[src/rtl/hangman_display_ctrl_if.sv]
// Guess/load handshake bundle for hangman_display_ctrl.
//   load        : one-cycle pulse, captures word_in and starts a new game
//   word_in     : four 5-bit letter codes, slot0 = [4:0] .. slot3 = [19:15]
//   guess_valid : guess_code is valid this cycle
//   guess_code  : letter code of the guess
//   guess_ready : controller accepts a guess this cycle
// master = game driver, slave = display controller.
interface hangman_display_ctrl_if;
  logic        load;
  logic [19:0] word_in;
  logic        guess_valid;
  logic [4:0]  guess_code;
  logic        guess_ready;

  modport master (output load, word_in, guess_valid, guess_code, input guess_ready);
  modport slave  (input load, word_in, guess_valid, guess_code, output guess_ready);
endinterface

[src/rtl/hangman_display_ctrl.sv]
// Hangman game controller with a time-multiplexed 4-slot letter display.
//   clock, resetn : rising-edge clock, asynchronous active-low reset
//   bus           : load/word_in and guess handshake (slave side)
//   dec_enter     : letter code of the selected slot for the shared decoder
//   dec_show      : 1 = show letter, 0 = show blank pattern
//   digit_sel     : one-hot active display slot
//   miss_count    : wrong guesses in the current game
//   hit           : one-cycle pulse after a guess matching any slot
//   win, lose     : game result, held until the next load or reset
module hangman_display_ctrl #(
  parameter int unsigned SCAN_DIV = 4,
  parameter int unsigned MAX_MISS = 6
) (
  input  logic                  clock,
  input  logic                  resetn,
  hangman_display_ctrl_if.slave bus,
  output logic [4:0]            dec_enter,
  output logic                  dec_show,
  output logic [3:0]            digit_sel,
  output logic [2:0]            miss_count,
  output logic                  hit,
  output logic                  win,
  output logic                  lose
);

  typedef enum logic [1:0] {IDLE, PLAY, CHECK, DONE} state_t;

  localparam logic [2:0] MAX_M    = 3'(MAX_MISS);
  localparam logic [7:0] DIV_LAST = 8'(SCAN_DIV - 1);

  state_t      state, state_nxt;
  logic [19:0] word;
  logic [3:0]  mask;
  logic [4:0]  guess_q;
  logic [7:0]  div;
  logic [1:0]  slot;
  logic [3:0]  match;
  logic [3:0]  mask_upd;
  logic [2:0]  miss_upd;
  logic        accept;

  // Compare against the registered guess, so guess_code never reaches an output.
  always_comb begin
    match = '0;
    for (int unsigned i = 0; i < 4; i++)
      match[i] = (word[i*5 +: 5] == guess_q);
    mask_upd = mask | match;
    if (|match || miss_count == MAX_M)
      miss_upd = miss_count;
    else
      miss_upd = miss_count + 3'd1;
  end

  always_ff @(posedge clock or negedge resetn) begin
    if (!resetn) state <= IDLE;
    else         state <= state_nxt;
  end

  always_comb begin
    state_nxt       = state;
    bus.guess_ready = (state == PLAY) && !bus.load;
    accept          = bus.guess_valid && bus.guess_ready;
    if (bus.load) begin
      state_nxt = PLAY;
    end else begin
      unique case (state)
        PLAY:    if (accept) state_nxt = CHECK;
        CHECK: begin
          if (mask_upd == '1 || miss_upd == MAX_M) state_nxt = DONE;
          else                                     state_nxt = PLAY;
        end
        default: state_nxt = state;
      endcase
    end
  end

  always_ff @(posedge clock or negedge resetn) begin
    if (!resetn) begin
      word       <= '0;
      mask       <= '0;
      guess_q    <= '0;
      miss_count <= '0;
      hit        <= 1'b0;
      win        <= 1'b0;
      lose       <= 1'b0;
    end else begin
      hit <= 1'b0;
      if (bus.load) begin
        word       <= bus.word_in;
        mask       <= '0;
        miss_count <= '0;
        win        <= 1'b0;
        lose       <= 1'b0;
      end else begin
        if (accept) guess_q <= bus.guess_code;
        if (state == CHECK) begin
          mask       <= mask_upd;
          miss_count <= miss_upd;
          hit        <= |match;
          if (mask_upd == '1)        win  <= 1'b1;
          else if (miss_upd == MAX_M) lose <= 1'b1;
        end
      end
    end
  end

  // Free-running scan, independent of game state.
  always_ff @(posedge clock or negedge resetn) begin
    if (!resetn) begin
      div  <= '0;
      slot <= '0;
    end else if (div == DIV_LAST) begin
      div  <= '0;
      slot <= slot + 2'd1;
    end else begin
      div <= div + 8'd1;
    end
  end

  always_comb begin
    digit_sel = 4'b0001 << slot;
    unique case (slot)
      2'd0:    dec_enter = word[4:0];
      2'd1:    dec_enter = word[9:5];
      2'd2:    dec_enter = word[14:10];
      default: dec_enter = word[19:15];
    endcase
    unique case (state)
      PLAY, CHECK: dec_show = mask[slot];
      DONE:        dec_show = lose | mask[slot];
      default:     dec_show = 1'b0;
    endcase
  end

endmodule

[src/flat_wrapper.sv]
// flat-port wrapper written by rule: the top's interface ports become plain ports
module hangman_display_ctrl_flat 
#(
  parameter int unsigned SCAN_DIV = 4,
  parameter int unsigned MAX_MISS = 6
)
  (clock, resetn, dec_enter, dec_show, digit_sel, miss_count, hit, win, lose, bus_load, bus_word_in, bus_guess_valid, bus_guess_code, bus_guess_ready);
  hangman_display_ctrl_if bus_i ();
  input  logic clock;
  input  logic resetn;
  output logic [4:0] dec_enter;
  output logic dec_show;
  output logic [3:0] digit_sel;
  output logic [2:0] miss_count;
  output logic hit;
  output logic win;
  output logic lose;
  input wire logic [$bits(bus_i.load)-1:0] bus_load;
  input wire logic [$bits(bus_i.word_in)-1:0] bus_word_in;
  input wire logic [$bits(bus_i.guess_valid)-1:0] bus_guess_valid;
  input wire logic [$bits(bus_i.guess_code)-1:0] bus_guess_code;
  output wire logic [$bits(bus_i.guess_ready)-1:0] bus_guess_ready;
  assign bus_i.load = bus_load;
  assign bus_i.word_in = bus_word_in;
  assign bus_i.guess_valid = bus_guess_valid;
  assign bus_i.guess_code = bus_guess_code;
  assign bus_guess_ready = bus_i.guess_ready;
  hangman_display_ctrl #(.SCAN_DIV(SCAN_DIV), .MAX_MISS(MAX_MISS)) u_core (.clock(clock), .resetn(resetn), .bus(bus_i), .dec_enter(dec_enter), .dec_show(dec_show), .digit_sel(digit_sel), .miss_count(miss_count), .hit(hit), .win(win), .lose(lose));
endmodule
[config.mk]
export PLATFORM = sky130hd
export DESIGN_NAME = hangman_display_ctrl_flat
export DESIGN_NICKNAME = d
export VERILOG_FILES = /design/src/rtl/hangman_display_ctrl_if.sv /design/src/rtl/hangman_display_ctrl.sv /design/src/flat_wrapper.sv
export SDC_FILE = /design/constraint.sdc
export NUM_CORES = 1
export LEC_CHECK = 0
export ABC_CLOCK_PERIOD_IN_PS = 2600
export CAP_MARGIN = 20
export CELL_PAD_IN_SITES_DETAIL_PLACEMENT = 0
export CELL_PAD_IN_SITES_GLOBAL_PLACEMENT = 1
export CORE_MARGIN = 4
export CORE_UTILIZATION = 41
export DETAILED_ROUTE_END_ITERATION = 7
export GPL_ROUTABILITY_DRIVEN = 0
export PLACE_DENSITY_LB_ADDON = 0.1
export SYNTH_ARGS = -nofsm -noshare
export SYNTH_HDL_FRONTEND = slang
export SYNTH_SLANG_ARGS = --single-unit
[constraint.sdc]
create_clock -name clock -period 2.6 [get_ports clock]
set_input_delay 0.52 -clock clock [delete_from_list [all_inputs] [get_ports clock]]
set_output_delay 0.52 -clock clock [all_outputs]
set_load 0.005 [all_outputs]
==> reports/qor.yml, run 1 <==
status:
  status: "finished clean"
routing:
  first_iter_violations: 87
  drc: 0
  drt-total-wl_um: 5340
  routedWlPerCell_um: 15.3
  via_count: 1769
  vias_per_cell: 5.08
  dr.pass1.iters: 4
  ant_nets: 0
final_layout:
  antenna_cells: 0
  seq_area_um2: 1180
  mostFrequentLayoutCell: "dfrtp_1"
  multiInputGateArea_um2: 1250
  final_cell_mix: "47 x dfrtp_1, 42 x clkdlybuf4s50_1, 22 x mux2_2"
  final_nets: 313
  final_util_pct: 53.2
  drive_gt1_share_pct: 18.3
  areaGrowthSynthToFinish_pct: 25.9
  num-fill-cells: 550
place:
  place_hpwl_um: 3930
  numPortBuffers: 45
cts:
  root_buffer: "clkbuf_8"
  cts_buffer_depth: 2
  clock_sinks: 47
  cts_tree: "yes"
  htree_levels: 2
  numCtsBuffers: 5
  clock_latency_ps: 300
  clk_pin_slew_ps: 80
  postCtsHoldBufs: 0
yosys:
  yosys.area.top_type: "dfrtp_1"
  synth_ff_type: "dfrtp_1"
  synth_warnings: 0
  syn_avg_cell_area_um2: 11.1
  ys_seq_area_share_pct: 46.7
  synth_xor_area_share_pct: 9.40
  ys_top_cells_by_area: "dfrtp_1 47%, mux2_2 9.8%, xor2_1 7.0%"
  synthArstFlopShare_pct: 100
  syn_nets: 267
  yosys.area.top_type_share_pct: 46.7
  synth_edf_count: 0
  synth_mux_area_share_pct: 14.3
  synth_fa_ha_area_share_pct: 5.47
  synth-simple-area-share_pct: 11.6
  synth_top_family_by_area: "multiplexers"
  syn_inst: 227
  synth_compound_area_share_pct: 7.86
  ys_ff_latch: 47
  netlist_area_um2: 2520
  yosysUniqueCellTypes: 33
timing:
  tns_ps: 0
  tightest_slew_ps: 594
  slew_violations: 0
  finalCritPeriodShare_pct: 95.4
  fmax_mhz: 403
  fin_crit_ps: 2480
  hold_viol: 0
  skew_ps: 3.24
  setup_viol: 0
  grt_setup_unrepaired: "false"
  slew_headroom_pct: 60.4
grt:
  overflow: 0
  grt_usage_pct: 15.2
  grt_max_degree: 48
  antenna_found_initial: 0
  grt_pass1_wl_um: 8860
  grt_pass1_vias: 1738
floorplanning:
  dieArea_um2: 7450
  rows: 28
  start_util_pct: 42.2
  die-width_um: 86.3
  io_pins: 46
  die_y_um: 86.3
  core_area_um2: 5960
setup_path:
  path_cells: "inv_1, ha_2, a222oi_1, mux2i_1, clkdlybuf4s50_1"
  cp.required_ps: 2080
  ff2ff_path_depth: 6
  worst-path-stages: 5
  path_max_fanout: 6
  critical_path.top_delay_family: "buffers and inverters"
  arrival_ps: 1960
  start_kind: "flip-flop"
  cpMaxStageDelayCell: "clkdlybuf4s50_1"
  crit_type: "reg2out"
  end_kind: "output port"
  path_buf_inv: 2
  slowest_delay_ps: 470
power_and_ir_drop:
  p_seq_share_pct: 49.0
  leakage_nw: 1.39
  p_switching_w: 0.000525
  power_frac_clock_pct: 28.3
  combPwrFrac_pct: 22.8
  vdd_drop_max_v: 0.000339
  internal-power_w: 0.00131
  switching_share_pct: 28.6
  power_density_nw_per_um2: 579
flow_run:
  drv_cap: 0
hold_path:
  hold_path.class: "in2async"
## power groups by stage
stage	clock [W]	combinational [W]	sequential [W]
global route	0.000566	0.000465	0.000914
finish	0.000519	0.000417	0.000898
detailed placement	0	0.000421	0.000915
floorplan	0	0.000372	0.000846
CTS	0.000545	0.000424	0.000900
global placement	0	0.000416	0.000914
## kinds of logic after synthesis
kind of cell	Yosys count
AO/OA/AOI/OAI	29
XOR/XNOR	27
adder cells (fa/ha/maj)	11
buffers and inverters	25
flip-flops	47
multiplexers	32
AND/OR/NAND/NOR	56
## area by class of cell
cell class	count	share of cell area (%)
multi-input cells	155	39.4
flip-flops and latches	47	37.1
repair buffers	51	15.6
well taps	75	2.96
clock buffers	5	2.17
inverters	13	1.54
clock inverters	2	1.18
## sequential cells by signal (all words and copies together) (netlist names)
signal and flops:
u_core.word 20, u_core.div 8, u_core.guess_q 5, u_core.mask 4, u_core.miss_count 3, u_core.slot 2
u_core.state 2, u_core.hit 1, u_core.lose 1, u_core.win 1
## what timing repair did
action | in CTS | in global routing
buffers inserted | 3 | 0
setup endpoints to repair | 3 | 4
resized for setup | 1 | 8
pin swaps | 1 | 1
## synth_stat cells, drive strengths merged, types with 2 or more instances
cell type,instances
a222oi,5
and2,5
ha,11
dfrtp,47
a21oi,12
mux2,22
clkbuf,4
mux2i,9
o21ai,8
xor2,20
nor2,20
nor4,3
and3,5
inv,13
buf,8
nand2,10
nor3,4
xnor2,7
nor2b,2
nand3,5
## through the flow
| step | total power, W | setup WS (ps) | area (µm²) | hold slack, ps | std cells |
|---|---|---|---|---|---|
| floorplan | 0.00122 | 717 | 2520 | 224 | 227 |
| global placement | 0.00133 | 321 | 3010 | 468 | 338 |
| detailed placement | 0.00134 | 262 | 3010 | 469 | 338 |
| CTS | 0.00187 | 7.92 | 3140 | 322 | 348 |
| global route | 0.00194 | 39.9 | 3170 | 353 | 348 |
| finish | 0.00183 | 119 | 3170 | 296 | 348 |
## path summary, 6_finish.rpt
path | startpoint | slack [ps] | endpoint
worst min-delay path | resetn | 300 | u_core.state[0]
worst max register to register | u_core.guess_q[2] | 530 | u_core.miss_count[1]
worst min register to register | u_core.div[7] | 480 | u_core.div[7]
min in group clock | u_core.div[7] | 480 | u_core.div[7]
max in group asynchronous | resetn | 1890 | u_core.guess_q[4]
worst max-delay path | u_core.slot[1] | 120 | dec_enter[3]
## routing by layer
metal / GRT usage [%] / wire length, µm / vias to the layer above
met1: 22.0 / 2640 / 849
met4: 4.25 / 63 / 0
met3: 4.66 / 355 / 6
met2: 22.0 / 2280 / 44
met5: 0 / 0 / -
li1: - / - / 870
No activity file was read; power rests on OpenSTA's default activity.
==> run 2, diff against run 1 <==
--- a/config.mk
+++ b/config.mk
@@ -7,10 +7,8 @@
 export LEC_CHECK = 0
 export ABC_CLOCK_PERIOD_IN_PS = 2600
 export CAP_MARGIN = 20
-export CELL_PAD_IN_SITES_DETAIL_PLACEMENT = 0
-export CELL_PAD_IN_SITES_GLOBAL_PLACEMENT = 1
 export CORE_MARGIN = 4
-export CORE_UTILIZATION = 41
+export CORE_UTILIZATION = 45
 export DETAILED_ROUTE_END_ITERATION = 7
 export GPL_ROUTABILITY_DRIVEN = 0
 export PLACE_DENSITY_LB_ADDON = 0.1
==> reports/qor.yml, run 2 (synthesis gave the netlist of run 1 again) <==
timing:
  fmax_mhz: 400
  setup_viol: 0
  tightest_slew_ps: 592
  grt_setup_unrepaired: "true"
  slew_headroom_pct: 60.5
  timing.final.ws_setup_ps: 103
  fin_crit_ps: 2500
  hold_slack_ps: 315
  finalCritPeriodShare_pct: 96.1
  skew_ps: 8.64
  slew_violations: 0
  hold_viol: 0
cts:
  clock_latency_ps: 290
  cts_buffer_depth: 2
  clk_pin_slew_ps: 80
  htree_levels: 2
  numCtsBuffers: 5
  cts_tree: "yes"
  clock_sinks: 47
  root_buffer: "clkbuf_8"
routing:
  vias_per_cell: 5.09
  drc: 0
  via_count: 1740
  first_iter_violations: 90
  dr.pass1.iters: 4
  routedWlPerCell_um: 14.8
  ant_nets: 0
  drt-total-wl_um: 5070
floorplanning:
  start_util_pct: 47.7
  io_pins: 46
  die_y_um: 82.8
  rows: 26
  core_area_um2: 5270
  dieArea_um2: 6850
  die-width_um: 82.8
final_layout:
  largest_register_ffs: 20
  drive_gt1_share_pct: 16.5
  final_util_pct: 59.9
  areaGrowthSynthToFinish_pct: 25.4
  final_cell_mix: "47 x dfrtp_1, 42 x clkdlybuf4s50_1, 22 x mux2_2"
  finalNonFillerCells: 342
  final_nets: 311
  regMostFlops: "u_core.word"
  mostFrequentLayoutCell: "dfrtp_1"
  antenna_cells: 0
  reg.largest.list: "u_core.word (20), u_core.div (8), u_core.guess_q (5)"
status:
  status: "finished clean"
grt:
  antenna_found_initial: 0
  grt_pass1_wl_um: 8490
  grt_pass1_vias: 1697
  overflow: 0
  grt_usage_pct: 16.5
  grt_max_degree: 48
setup_path:
  slowest_delay_ps: 460
  start_kind: "flip-flop"
  path_buf_inv: 1
  crit_type: "reg2out"
  path_max_fanout: 6
  arrival_ps: 1980
  critical_path.top_delay_family: "buffers and inverters"
  end_kind: "output port"
  cp.required_ps: 2080
  path_cells: "ha_1, a222oi_1, mux2i_1, clkdlybuf4s50_1"
  r2r_slack_ps: 550
  cpMaxStageDelayCell: "clkdlybuf4s50_1"
flow_run:
  drv_cap: 0
power_and_ir_drop:
  power_density_nw_per_um2: 614
  vdd_drop_max_v: 0.000328
  leakage_nw: 1.39
hold_path:
  hold_path.class: "in2async"
place:
  numPortBuffers: 45
  place_hpwl_um: 3760
  dp_cells: 332
  dp_slack_ps: 350
==> run 2: cell types whose count changed in the layout (fill, tap and decap cells not counted), sizes merged <==
cell      delta
buf          -2
clkinvlp     -1
clkbuf       +1
bufinv       +1
==> run 2: stage by stage <==
stage	cell area (µm²)	setup TNS, ps	total power, W
2_1_floorplan	2520	0	0.00122
4_1_cts	3130	0	0.00196
6_report	3160	0	0.00194
3_3_place_gp	3000	0	0.00133
5_1_grt	3160	-38.1	0.00205
3_5_place_dp	3000	0	0.00133
==> run 2: final timing paths <==
| check | endpoint | from | depth (start not counted) |
|---|---|---|---|
| hold / removal | u_core.guess_q[1] | resetn | 2 |
| setup / recovery | dec_enter[3] | u_core.slot[0] | 4 |
| setup reg to reg | u_core.miss_count[1] | u_core.guess_q[2] | 6 |
| max in group asynchronous | u_core.mask[0] | resetn | 2 |
| min in group clock | u_core.div[7] | u_core.div[7] | 1 |
| hold reg to reg | u_core.div[7] | u_core.div[7] | 1 |
==> run 2: what timing repair did <==
action                     CTS  global route
setup endpoints to repair    0             6
buffers inserted             0             2
resized for setup            0             5
hold buffers                 0             0
==> run 2: metal layers <==
| layer | vias up | wire length (µm) | track usage [%] |
|---|---|---|---|
| met4 | 0 | 43 | 4.58 |
| li1 | 867 | - | - |
| met3 | 5 | 275 | 4.10 |
| met2 | 38 | 2200 | 25.2 |
| met5 | - | 0 | 0 |
| met1 | 830 | 2550 | 23.3 |
==> run 2: final cells by class <==
| class | count | area, µm² |
|---|---|---|
| Sequential cell | 47 | 1180 |
| Fill cell | 467 | 2110 |
| Clock buffer | 6 | 72.6 |
| Tap cell | 70 | 87.6 |
| Multi-Input combinational cell | 155 | 1230 |
| Timing Repair Buffer | 49 | 480 |
| Inverter | 13 | 48.8 |
| Clock inverter | 2 | 60.1 |
==> run 2: power by group <==
group	switching, W	leakage, nW	total (W)	internal, W
clock	0.000236	0.0654	0.000620	0.000384
combinational	0.000185	0.736	0.000416	0.000231
sequential	0.000103	0.593	0.000900	0.000797
total	0.000524	1.39	0.00194	0.00141
==> run 3, diff against run 2 <==
--- a/config.mk
+++ b/config.mk
@@ -5,13 +5,13 @@
 export SDC_FILE = /design/constraint.sdc
 export NUM_CORES = 1
 export LEC_CHECK = 0
-export ABC_CLOCK_PERIOD_IN_PS = 2600
+export ABC_CLOCK_PERIOD_IN_PS = 3010
 export CAP_MARGIN = 20
 export CORE_MARGIN = 4
 export CORE_UTILIZATION = 45
 export DETAILED_ROUTE_END_ITERATION = 7
 export GPL_ROUTABILITY_DRIVEN = 0
-export PLACE_DENSITY_LB_ADDON = 0.1
+export PLACE_DENSITY_LB_ADDON = 0.05
 export SYNTH_ARGS = -nofsm -noshare
 export SYNTH_HDL_FRONTEND = slang
 export SYNTH_SLANG_ARGS = --single-unit
==> constraint.sdc (replaced) <==
create_clock -name clock -period 3.01 [get_ports clock]
set_input_delay 0.602 -clock clock [delete_from_list [all_inputs] [get_ports clock]]
set_output_delay 0.602 -clock clock [all_outputs]
set_load 0.005 [all_outputs]
==> reports/qor.yml, run 3 (synthesis gave the netlist of run 1 again) <==
setup_path:
  path_max_fanout: 6
  path_cells: "inv_1, ha_1, a222oi_1, mux2i_1, clkdlybuf4s50_1"
  cp.required_ps: 2410
  start_kind: "flip-flop"
  ff2ff_path_depth: 6
  endpoint: "dec_enter[3]"
  cpMaxStageDelayCell: "clkdlybuf4s50_1"
  timing.rr.start: "u_core.guess_q[1]"
  arrival_ps: 2080
  crit_type: "reg2out"
  r2r-end: "u_core.state[1]"
  end_kind: "output port"
  crit_start: "u_core.slot[0]"
  r2r_slack_ps: 920
  slowest_delay_ps: 460
power_and_ir_drop:
  leakage_nw: 1.34
  power_density_nw_per_um2: 497
  vdd_drop_max_v: 0.000333
timing:
  skew_ps: 6.15
  tns_ps: 0
  slew_violations: 0
  fmax_mhz: 373
  tightest_slew_ps: 569
  hold_viol: 0
  slew_headroom_pct: 62.1
  setup_viol: 0
  fin_crit_ps: 2680
  finalCritPeriodShare_pct: 89.0
  grt_setup_unrepaired: "false"
floorplanning:
  die_y_um: 82.8
  rows: 26
  io_pins: 46
  dieArea_um2: 6850
  die-width_um: 82.8
  core_area_um2: 5270
  start_util_pct: 47.7
routing:
  via_count: 1741
  drc: 0
  dr.pass1.iters: 4
  vias_per_cell: 5.12
  first_iter_violations: 64
  drt-total-wl_um: 5280
  ant_nets: 0
  routedWlPerCell_um: 15.5
place:
  dp_cells: 332
  place_hpwl_um: 3900
  numPortBuffers: 45
hold_path:
  hold_path.class: "in2async"
cts:
  cts_buffer_depth: 2
  clock_latency_ps: 300
  numCtsBuffers: 5
  postCtsHoldBufs: 0
  htree_levels: 2
  root_buffer: "clkbuf_8"
  cts_resized: 0
  clk_pin_slew_ps: 80
  clock_sinks: 47
  postCtsSetupBuffers: 0
  cts_tree: "yes"
final_layout:
  antenna_cells: 0
  regMostFlops: "u_core.word"
  final_nets: 309
  reg.largest.list: "u_core.word (20), u_core.div (8), u_core.guess_q (5)"
  mostFrequentLayoutCell: "dfrtp_1"
  finalNonFillerCells: 340
  seq_area_um2: 1180
  largest_register_ffs: 20
  drive_gt1_share_pct: 15.2
  final_cell_mix: "47 x dfrtp_1, 44 x clkdlybuf4s50_1, 22 x mux2_2"
  multiInputGateArea_um2: 1220
  num-fill-cells: 495
  areaGrowthSynthToFinish_pct: 22.9
grt:
  grt_max_degree: 40
  antenna_found_initial: 0
  grt_usage_pct: 17.4
  overflow: 0
  grt_pass1_wl_um: 8830
  grt_pass1_vias: 1821
flow_run:
  drv_cap: 0
status:
  status: "finished clean"
==> run 3: critical path: cells and delay by family, from the launching register on <==
| family | cells | cell delay (ps) |
|---|---|---|
| multiplexers | 1 | 130 |
| flip-flops | 1 | 420 |
| buffers and inverters | 2 | 570 |
| AO/OA/AOI/OAI | 1 | 360 |
| adder cells (fa/ha/maj) | 1 | 300 |
==> run 3: worst min-delay path by stage <==
stage | to | depth (start not counted) | slack [ps] | from
2_1_floorplan | u_core.div[0] | 0 | 310 | resetn
3_3_place_gp | u_core.div[7] | 1 | 470 | u_core.div[7]
3_5_place_dp | u_core.div[7] | 1 | 470 | u_core.div[7]
4_1_cts | u_core.word[9] | 1 | 290 | resetn
5_1_grt | u_core.word[5] | 1 | 310 | resetn
6_report | u_core.word[5] | 1 | 280 | resetn
==> run 3: routing by layer <==
layer	vias to the layer above	share of wire [%]	GRT usage (%)
met5	-	0	0
met4	0	1.3	5.39
met3	5	4.7	4.86
met2	30	46	27.9
met1	850	48	22.9
li1	856	-	-
==> run 3: power breakdown <==
part / switching, W / leakage (nW) / internal (W) / total [W]
combinational: 0.000169 / 0.698 / 0.000199 / 0.000368
sequential: 0.0000839 / 0.593 / 0.000689 / 0.000772
clock: 0.000207 / 0.0484 / 0.000188 / 0.000395
total: 0.000460 / 1.34 / 0.00108 / 0.00154
==> run 3: cell type report <==
class,instances,area share (%)
Multi-Input combinational cell,155,39.6
Sequential cell,47,38.0
Timing Repair Buffer,47,14.9
Tap cell,70,2.83
Clock buffer,7,2.79
Inverter,13,1.58
Clock inverter,1,0.283
==> run 3: through the flow <==
| step | utilization, % | area (µm²) | setup slack [ps] | total power (W) | hold WS (ps) |
|---|---|---|---|---|---|
| 2_1_floorplan | - | 2520 | 1130 | 0.00105 | 306 |
| 3_3_place_gp | 56.9 | 3000 | 691 | 0.00115 | 472 |
| 3_5_place_dp | 56.9 | 3000 | 647 | 0.00116 | 468 |
| 4_1_cts | 58.7 | 3090 | 278 | 0.00156 | 291 |
| 5_1_grt | 58.7 | 3090 | 133 | 0.00165 | 308 |
| 6_report | 58.7 | 3090 | 331 | 0.00154 | 284 |
